<file path="src/rtl/mem_port_arbiter_if.sv">
// Bundles the fetch port, the data port and the unified-memory bus of mem_port_arbiter.
interface mem_port_arbiter_if #(
  parameter int unsigned ADDR_W = 64,
  parameter int unsigned DATA_W = 64,
  parameter int unsigned INST_W = 32
);
  logic              if_req;
  logic [ADDR_W-1:0] if_addr;
  logic [INST_W-1:0] if_rdata;
  logic              if_ready;
  logic              d_req;
  logic              d_we;
  logic [ADDR_W-1:0] d_addr;
  logic [DATA_W-1:0] d_wdata;
  logic [DATA_W-1:0] d_rdata;
  logic              d_ready;
  logic              mem_en;
  logic              mem_we;
  logic [ADDR_W-1:0] mem_addr;
  logic [DATA_W-1:0] mem_wdata;
  logic [DATA_W-1:0] mem_rdata;
  logic              busy;

  modport slave (
    input  if_req, if_addr, d_req, d_we, d_addr, d_wdata, mem_rdata,
    output if_rdata, if_ready, d_rdata, d_ready, mem_en, mem_we, mem_addr, mem_wdata, busy
  );

  modport master (
    output if_req, if_addr, d_req, d_we, d_addr, d_wdata, mem_rdata,
    input  if_rdata, if_ready, d_rdata, d_ready, mem_en, mem_we, mem_addr, mem_wdata, busy
  );
endinterface

</file>
<file path="src/rtl/mem_port_arbiter.sv">
// Shares one fixed-latency single-port memory between instruction fetch and data load/store;
// data wins contention, a starvation counter forces fetch through after STARVE_MAX losses.
module mem_port_arbiter #(
  parameter int unsigned ADDR_W     = 64,
  parameter int unsigned DATA_W     = 64,
  parameter int unsigned INST_W     = 32,
  parameter int unsigned MEM_LAT    = 2,
  parameter int unsigned STARVE_MAX = 4
) (
  input  logic              clk,
  input  logic              rst,
  mem_port_arbiter_if.slave bus
);

  localparam int unsigned LAT_W = (MEM_LAT > 1) ? $clog2(MEM_LAT) : 1;
  localparam int unsigned STV_W = (STARVE_MAX > 0) ? $clog2(STARVE_MAX + 1) : 1;
  localparam logic [LAT_W-1:0] LAT_INIT = LAT_W'(MEM_LAT - 1);
  localparam logic [STV_W-1:0] STV_MAX  = STV_W'(STARVE_MAX);

  typedef enum logic [1:0] {IDLE, ISSUE, WAIT, RESP} state_e;
  typedef enum logic {OWN_IF, OWN_D} owner_e;

  state_e            state_q, state_d;
  owner_e            owner_q, owner_d;
  logic [LAT_W-1:0]  cnt_q, cnt_d;
  logic [STV_W-1:0]  starve_q, starve_d;
  logic              sel_hi_q, sel_hi_d;
  logic              mem_en_q, mem_en_d;
  logic              mem_we_q, mem_we_d;
  logic [ADDR_W-1:0] mem_addr_q, mem_addr_d;
  logic [DATA_W-1:0] mem_wdata_q, mem_wdata_d;
  logic              if_ready_q, if_ready_d;
  logic              d_ready_q, d_ready_d;
  logic [INST_W-1:0] if_rdata_q, if_rdata_d;
  logic [DATA_W-1:0] d_rdata_q, d_rdata_d;
  logic              busy_q, busy_d;
  logic              grant_if_c;
  logic              done_c;
  logic              unused_addr_lsb;

  // Fetch addresses are word-granular; the low byte-offset bits carry no information.
  assign unused_addr_lsb = ^bus.if_addr[1:0];

  always_ff @(posedge clk) begin
    if (rst) begin
      state_q     <= IDLE;
      owner_q     <= OWN_IF;
      cnt_q       <= '0;
      starve_q    <= '0;
      sel_hi_q    <= 1'b0;
      mem_en_q    <= 1'b0;
      mem_we_q    <= 1'b0;
      mem_addr_q  <= '0;
      mem_wdata_q <= '0;
      if_ready_q  <= 1'b0;
      d_ready_q   <= 1'b0;
      if_rdata_q  <= '0;
      d_rdata_q   <= '0;
      busy_q      <= 1'b0;
    end else begin
      state_q     <= state_d;
      owner_q     <= owner_d;
      cnt_q       <= cnt_d;
      starve_q    <= starve_d;
      sel_hi_q    <= sel_hi_d;
      mem_en_q    <= mem_en_d;
      mem_we_q    <= mem_we_d;
      mem_addr_q  <= mem_addr_d;
      mem_wdata_q <= mem_wdata_d;
      if_ready_q  <= if_ready_d;
      d_ready_q   <= d_ready_d;
      if_rdata_q  <= if_rdata_d;
      d_rdata_q   <= d_rdata_d;
      busy_q      <= busy_d;
    end
  end

  always_comb begin
    state_d     = state_q;
    owner_d     = owner_q;
    cnt_d       = cnt_q;
    starve_d    = starve_q;
    sel_hi_d    = sel_hi_q;
    mem_we_d    = mem_we_q;
    mem_addr_d  = mem_addr_q;
    mem_wdata_d = mem_wdata_q;
    if_rdata_d  = if_rdata_q;
    d_rdata_d   = d_rdata_q;
    mem_en_d    = 1'b0;
    if_ready_d  = 1'b0;
    d_ready_d   = 1'b0;
    grant_if_c  = 1'b0;
    done_c      = 1'b0;

    case (state_q)
      IDLE: begin
        if (bus.if_req || bus.d_req) begin
          grant_if_c = bus.if_req && (!bus.d_req || (starve_q == STV_MAX));
          state_d    = ISSUE;
          mem_en_d   = 1'b1;
          if (grant_if_c) begin
            owner_d     = OWN_IF;
            mem_addr_d  = {bus.if_addr[ADDR_W-1:3], 3'b000};
            mem_we_d    = 1'b0;
            mem_wdata_d = '0;
            sel_hi_d    = bus.if_addr[2];
            starve_d    = '0;
          end else begin
            owner_d     = OWN_D;
            mem_addr_d  = bus.d_addr;
            mem_we_d    = bus.d_we;
            mem_wdata_d = bus.d_wdata;
            sel_hi_d    = 1'b0;
            // Only a loss with fetch actually waiting counts toward starvation.
            if (bus.if_req && (starve_q != STV_MAX)) starve_d = starve_q + STV_W'(1);
          end
        end
      end
      ISSUE: begin
        if (mem_we_q || (LAT_INIT == '0)) begin
          done_c  = 1'b1;
          cnt_d   = '0;
          state_d = RESP;
        end else begin
          cnt_d   = LAT_INIT;
          state_d = WAIT;
        end
      end
      WAIT: begin
        if (cnt_q == '0) begin
          done_c  = 1'b1;
          state_d = RESP;
        end else begin
          cnt_d = cnt_q - LAT_W'(1);
        end
      end
      RESP:    state_d = IDLE;
      default: state_d = IDLE;
    endcase

    // Capture the memory word on the edge that enters RESP, steered to the owning port.
    if (done_c) begin
      if (owner_q == OWN_IF) begin
        if_ready_d = 1'b1;
        if_rdata_d = sel_hi_q ? bus.mem_rdata[2*INST_W-1:INST_W] : bus.mem_rdata[INST_W-1:0];
      end else begin
        d_ready_d = 1'b1;
        d_rdata_d = mem_we_q ? '0 : bus.mem_rdata;
      end
    end

    busy_d = (state_d != IDLE);
  end

  assign bus.mem_en    = mem_en_q;
  assign bus.mem_we    = mem_we_q;
  assign bus.mem_addr  = mem_addr_q;
  assign bus.mem_wdata = mem_wdata_q;
  assign bus.if_ready  = if_ready_q;
  assign bus.d_ready   = d_ready_q;
  assign bus.if_rdata  = if_rdata_q;
  assign bus.d_rdata   = d_rdata_q;
  assign bus.busy      = busy_q;

endmodule
</file>
<file path="src/flat_wrapper.sv">
// flat-port wrapper written by rule: the top's interface ports become plain ports
module mem_port_arbiter_flat 
#(
  parameter int unsigned ADDR_W     = 64,
  parameter int unsigned DATA_W     = 64,
  parameter int unsigned INST_W     = 32,
  parameter int unsigned MEM_LAT    = 2,
  parameter int unsigned STARVE_MAX = 4
)
  (clk, rst, bus_if_req, bus_if_addr, bus_d_req, bus_d_we, bus_d_addr, bus_d_wdata, bus_mem_rdata, bus_if_rdata, bus_if_ready, bus_d_rdata, bus_d_ready, bus_mem_en, bus_mem_we, bus_mem_addr, bus_mem_wdata, bus_busy);
  mem_port_arbiter_if #(.ADDR_W(ADDR_W), .DATA_W(DATA_W), .INST_W(INST_W)) bus_i ();
  input  logic clk;
  input  logic rst;
  input wire logic [$bits(bus_i.if_req)-1:0] bus_if_req;
  input wire logic [$bits(bus_i.if_addr)-1:0] bus_if_addr;
  input wire logic [$bits(bus_i.d_req)-1:0] bus_d_req;
  input wire logic [$bits(bus_i.d_we)-1:0] bus_d_we;
  input wire logic [$bits(bus_i.d_addr)-1:0] bus_d_addr;
  input wire logic [$bits(bus_i.d_wdata)-1:0] bus_d_wdata;
  input wire logic [$bits(bus_i.mem_rdata)-1:0] bus_mem_rdata;
  output wire logic [$bits(bus_i.if_rdata)-1:0] bus_if_rdata;
  output wire logic [$bits(bus_i.if_ready)-1:0] bus_if_ready;
  output wire logic [$bits(bus_i.d_rdata)-1:0] bus_d_rdata;
  output wire logic [$bits(bus_i.d_ready)-1:0] bus_d_ready;
  output wire logic [$bits(bus_i.mem_en)-1:0] bus_mem_en;
  output wire logic [$bits(bus_i.mem_we)-1:0] bus_mem_we;
  output wire logic [$bits(bus_i.mem_addr)-1:0] bus_mem_addr;
  output wire logic [$bits(bus_i.mem_wdata)-1:0] bus_mem_wdata;
  output wire logic [$bits(bus_i.busy)-1:0] bus_busy;
  assign bus_i.if_req = bus_if_req;
  assign bus_i.if_addr = bus_if_addr;
  assign bus_i.d_req = bus_d_req;
  assign bus_i.d_we = bus_d_we;
  assign bus_i.d_addr = bus_d_addr;
  assign bus_i.d_wdata = bus_d_wdata;
  assign bus_i.mem_rdata = bus_mem_rdata;
  assign bus_if_rdata = bus_i.if_rdata;
  assign bus_if_ready = bus_i.if_ready;
  assign bus_d_rdata = bus_i.d_rdata;
  assign bus_d_ready = bus_i.d_ready;
  assign bus_mem_en = bus_i.mem_en;
  assign bus_mem_we = bus_i.mem_we;
  assign bus_mem_addr = bus_i.mem_addr;
  assign bus_mem_wdata = bus_i.mem_wdata;
  assign bus_busy = bus_i.busy;
  mem_port_arbiter #(.ADDR_W(ADDR_W), .DATA_W(DATA_W), .INST_W(INST_W), .MEM_LAT(MEM_LAT), .STARVE_MAX(STARVE_MAX)) u_core (.clk(clk), .rst(rst), .bus(bus_i));
endmodule
</file>
<file path="config.mk">
export PLATFORM = sky130hd
export DESIGN_NAME = mem_port_arbiter_flat
export DESIGN_NICKNAME = d
export VERILOG_FILES = /design/src/rtl/mem_port_arbiter_if.sv /design/src/rtl/mem_port_arbiter.sv /design/src/flat_wrapper.sv
export SDC_FILE = /design/constraint.sdc
export NUM_CORES = 1
export LEC_CHECK = 0
export ABC_AREA = 1
export CORE_AREA = 2 2 189 191
export CTS_BUF_LIST = sky130_fd_sc_hd__clkbuf_8
export CTS_CLUSTER_SIZE = 20
export DETAILED_ROUTE_END_ITERATION = 12
export DIE_AREA = 0 0 191 193
export SYNTH_ARGS = -nofsm -noshare
export SYNTH_HDL_FRONTEND = slang
export SYNTH_SLANG_ARGS = --single-unit
</file>
<file path="constraint.sdc">
create_clock -name clk -period 2.3 [get_ports clk]
set_input_delay 0.46 -clock clk [delete_from_list [all_inputs] [get_ports clk]]
set_output_delay 0.46 -clock clk [all_outputs]
set_load 0.005 [all_outputs]
</file>
### Word-level counts from Yosys, hierarchy flattened

Cells that the tools add are included.

* register bits after elaboration: 237
* input bits: 261
* output and inout port bits: 229
* word-level logic and storage cells: 61

* $add $sub $neg: 2
* equality and inequality tests: 5
* muxes and demuxes: 22
* bitwise gates (word level): 3
* reductions and logical operators: 15

Operators by type and width (number)
* $mux 64: 3
* $mux 32: 1
* $mux 1: 11
* $pmux 2 s4: 1
* $mux 3: 2
* $reduce_and 2->1: 3
* $reduce_bool 2->1: 3
* $eq 2x2->1 const B: 2
* $mux 2: 2
* $pmux 1 s2: 2
* $reduce_or 2->1: 2
* $add 3x1->3 const B: 1
* $eq 3x3->1 const B: 1
* $ne 3x3->1 const B: 1
* $not 1->1: 3
* $reduce_and 3->1: 1
* $eq 2x1->1 const B: 1
* $logic_and 1x1->1: 2
* $logic_not 2->1: 1
* $logic_or 1x1->1: 2
* $logic_not 1->1: 1
* $sub 1x1->1 const B: 1

### Depth between registers and ports, before layout

* depth after elaboration: 5
* depth in mapped cells: 10
* gate-level depth less buffers: 8

### Worst setup path after synthesis

OpenSTA, ideal clock, no wires.

* kind: flip-flop to flip-flop
* start: reg u_core.state_q[0]
* end: reg u_core.d_rdata_q[25] (netlist: u_core.bus.d_rdata[25])
* library setup time: 126 ps
* arrival time: 1380 ps
* data required time: 2174 ps
* slack: 794 ps
* stages on the path, launching flop included: 8
* buffers on the path: 2
* period minus slack after synthesis: 1506 ps
* path through: dfxtp_1 -> inv_1 -> ha_1 -> nand3_2 -> buf_2 -> buf_2 -> nand3_1 -> o21ai_0

* longest elaborated chain between the ends: 3
* elaborated cells between the ends (all ways): 4
* classes of those cells: eq/ne (2); mux (1); reduce/logical (1)

Ends and longest elaborated chain
* from (decl): RTL line mem_port_arbiter.sv:23 `state_e state_q, state_d;`
* from (signal assigned): RTL line mem_port_arbiter.sv:61 `state_q <= state_d;`
* $eq 2x2->1 or $eq 2x1->1 (tied branches): RTL line mem_port_arbiter.sv:95 `case (state_q)`
* $pmux 1 s2 (*): RTL line mem_port_arbiter.sv:95
* $reduce_and 2->1 (no source line) (*)
* to (signal assigned): RTL line mem_port_arbiter.sv:73 `d_rdata_q <= d_rdata_d;`
* to (decl): RTL line mem_port_arbiter.sv:35 `logic [DATA_W-1:0] d_rdata_q, d_rdata_d;`

Every way passes the cells marked *; elsewhere a longest branch is shown, timed or not.
A chain may end at the register's enable or synchronous reset.

### Worst setup path in the final report

* start: reg u_core.mem_we_q (netlist: u_core.bus.mem_we)
* end: out bus_mem_we

RTL lines
* from (decl): RTL line mem_port_arbiter.sv:29 `logic mem_we_q, mem_we_d;`
* from (signal assigned): RTL line mem_port_arbiter.sv:67 `mem_we_q <= mem_we_d;`
* to (decl): RTL line flat_wrapper.sv:26 `output wire logic [$bits(bus_i.mem_we)-1:0] bus_mem_we;`

No word-level cell between the ends.

==> flow_metrics.py <==
metrics = {
    "synth": {
        "yosysMostFrequentCell": "nand2_1",
        "yosysWarnings": 0,
        "ys.flop_type": "dfxtp_1",
        "yosysTopAreaCell": "dfxtp_1",
        "synth_cells": 1445,
        "synth_common_cells": "368 x nand2_1, 237 x dfxtp_1, 193 x nor2_1",
        "synth_seq_cells": 237,
        "yosys-top-cells-area": "dfxtp_1 45%, nand2_1 13%, nand3_1 8.9%, nor2_1 6.9%, o21ai_0 5.3%",
        "yosysUniqueCellTypes": 30,
        "syn_area_sq_mm": 0.0105,
        "synth_async_sr_flop_share_pct": 0,
        "syn-num-nets": 1712,
        "synth_enable_flop_cells": 0,
        "syn_avg_cell_area_sq_um": 7.23,
        "yosysSeqAreaShare_pct": 45.4,
        "yosysTopAreaCellShare_pct": 45.4,
    },
    "setup_path": {
        "path_class": "flop to primary output",
        "cp_cell_sequence": "clkdlybuf4s50_1",
        "worstPathArrival_ps": 1700,
        "endpoint_kind": "primary output",
        "critical_path.top_delay_family": "buffers and inverters",
        "slowest_stage": "clkdlybuf4s50_1",
        "cp_data_required_time_ps": 1840,
        "critPathLaunch": "u_core.bus.mem_we$_SDFFE_PP0P_",
        "reg2reg_from": "u_core.state_q[0]$_SDFF_PP0_",
        "critPathMaxStageDelay_ps": 590,
        "reg2reg_depth": 8,
        "regToRegSetupSlack_ps": 420,
        "worst-path-buf-inv": 1,
        "worst_setup_path_start_kind": "flop",
        "critPathMaxFanout": 6,
        "reg2reg_to": "u_core.bus.mem_addr[48]$_SDFFE_PP0P_",
    },
    "die": {
        "core_sq_mm": 0.0350,
        "dieArea_sq_mm": 0.0369,
        "die_h_um": 193,
        "start_util_pct": 29.9,
        "die_w_um": 191,
        "io_pins": 490,
        "fp-row-count": 69,
    },
    "routing": {
        "routedLengthMet1_mm": 15.8,
        "drt-initial-drc-count": 448,
        "drc": 0,
        "drtPass1Iterations": 5,
        "wl_mm": 39.0,
        "top_layer": "met5",
        "wl_met3_mm": 3.47,
        "ant_nets": 0,
        "vias_per_cell": 4.64,
        "route.met2.wl_mm": 18.9,
        "vias": 11000,
        "wl_per_cell_um": 16.4,
    },
    "global_routing": {
        "grt_overflow": 0,
        "antenna_found_initial": 1,
        "grt_util_all_layers_pct": 20.1,
        "grt_max_degree": 104,
        "grt_pass1_vias": 10400,
        "grt_pass1_wl_mm": 58.7,
    },
    "clocking": {
        "ctsResizeCount": 0,
        "cts-root-buf": "clkbuf_8",
        "post_cts_buffers": 0,
        "clkLatencyLatePin_ps": 560,
        "cts_buffers": 45,
        "clkSinkCount": 237,
        "htreeDepth": 2,
        "clock_path_buffers": 3,
        "clkTransAtPathRegs_ps": 60,
        "cts_hold_buf": 0,
        "cts_tree": "built",
    },
    "power_and_ir_drop": {
        "power_leakage_nw": 6.82,
        "p_per_area_mw_per_mm2": 932,
        "ir_worst_vdd_mv": 0.516,
    },
    "sta": {
        "max_slew_margin_pct": 38.6,
        "rsz0062_at_grt": "false",
        "drv_slew": 0,
        "setup_tns_ps": 0,
        "fin_skew_ps": 30.9,
        "worst_slack_ps": 141,
        "tightestPinTransition_ps": 920,
        "period_minus_slack_ps": 2160,
        "period_share_pct": 93.9,
        "fin_hold_ws_ps": 386,
        "fmax_ghz": 0.463,
        "final-setup-viol-count": 0,
        "finalHoldViolations": 0,
    },
    "min_path": {
        "hold_path_end": "u_core.bus.mem_addr[6]$_SDFFE_PP0P_",
        "hp-class": "input pin to flop",
        "hold_start": "bus_if_req",
        "holdPathStages": 5,
    },
    "finish": {
        "stdcell_area_sq_mm": 0.0166,
        "layout.cells.non_filler": 2379,
        "drive_above_1_share_pct": 6.52,
        "final_nets": 2153,
        "fill_cells": 3568,
        "area_growth_pct": 58.5,
    },
    "placed_design": {
        "place_area_sq_mm": 0.0157,
        "place_hpwl_mm": 27.0,
        "post-place-cells": 2300,
        "gp_congestion": 0.843,
        "dp_slack_ps": 115,
        "io_buffers": 487,
    },
    "flow_run": {
        "cap_violations": 0,
    },
    "run_status": {
        "status": "finished, final reports clean",
    },
}
area by class of cell:
cell class | count | area (sq um) | area share (%)
well taps | 461 | 577 | 3.48
diodes | 1 | 2.50 | 0.0151
clock inverters | 22 | 120 | 0.725
inverters | 52 | 198 | 1.19
repair buffers | 515 | 5300 | 32.0
flip-flops and latches | 237 | 4740 | 28.6
clock buffers | 56 | 771 | 4.65
multi-input cells | 1035 | 4850 | 29.3
where the power goes:
part,switching [mW],internal (mW),leakage (nW)
clock network,1.81,2.29,0.521
logic,3.02,2.92,4.36
registers,0.439,4.96,1.94
total,5.26,10.2,6.82
layer usage:
layer	track usage [%]	vias to the layer above
li1	-	5573
met1	24.5	5010
met2	33.8	379
met3	6.50	63
met4	6.23	2
met5	0	-
worst max path at each step:
stage,to,cells after the start
2_1_floorplan,u_core.bus.d_rdata[25]$_SDFFE_PP0P_,7
3_3_place_gp,u_core.bus.mem_addr[28]$_SDFFE_PP0P_,8
3_5_place_dp,u_core.bus.mem_addr[48]$_SDFFE_PP0P_,7
5_1_grt,bus_mem_we,1
6_report,bus_mem_we,1
4_1_cts,bus_mem_we,1
layout by cell type (no fill, tap or decap), drive strengths merged:
cell type and instances:
clkinv 5, nand2 372, dfxtp 237, nand3 197, xor2 1, clkdlybuf4s50 485, o21ai 126, inv 68
bufinv 1, a21oi 72, o211a 1, buf 30, nand4 3, diode 1, a21boi 61, ha 6
nor2 195, a31oi 1, clkbuf 56
kinds of logic (layout without fill, tap and decap cells):
family / after synthesis / in the layout / share of synthesized area, %
AO/OA/AOI/OAI: 261 / 261 / 14.5
XOR/XNOR: 1 / 1 / 0.0838
adder cells (fa/ha/maj): 6 / 6 / 0.718
buffers and inverters: 173 / 645 / 8.24
flip-flops: 237 / 237 / 45.4
other: 0 / 1 / 0
AND/OR/NAND/NOR: 767 / 767 / 31.1
stage by stage:
stage          utilization (%)  total power [mW]
2_1_floorplan                -              8.48
3_3_place_gp              44.8              11.4
3_5_place_dp              44.8              11.5
4_1_cts                   47.4              15.7
5_1_grt                   47.4              16.5
6_report                  47.4              15.4
tightest hold or removal path, cell delays in order:
cell     delay, ps
buf_4          180
nand3_1        100
nand2_1         40
nor2_1          80
nor2_1          40
flip-flops by register name, summed over array words and instances (netlist names), 2 cells and up:
register and flops:
u_core.starve_q 3, u_core.state_q 2, u_core.bus.if_rdata 32, u_core.bus.mem_addr 64, u_core.bus.mem_wdata 64, u_core.bus.d_rdata 64
(Power assumes the default switching activity.)
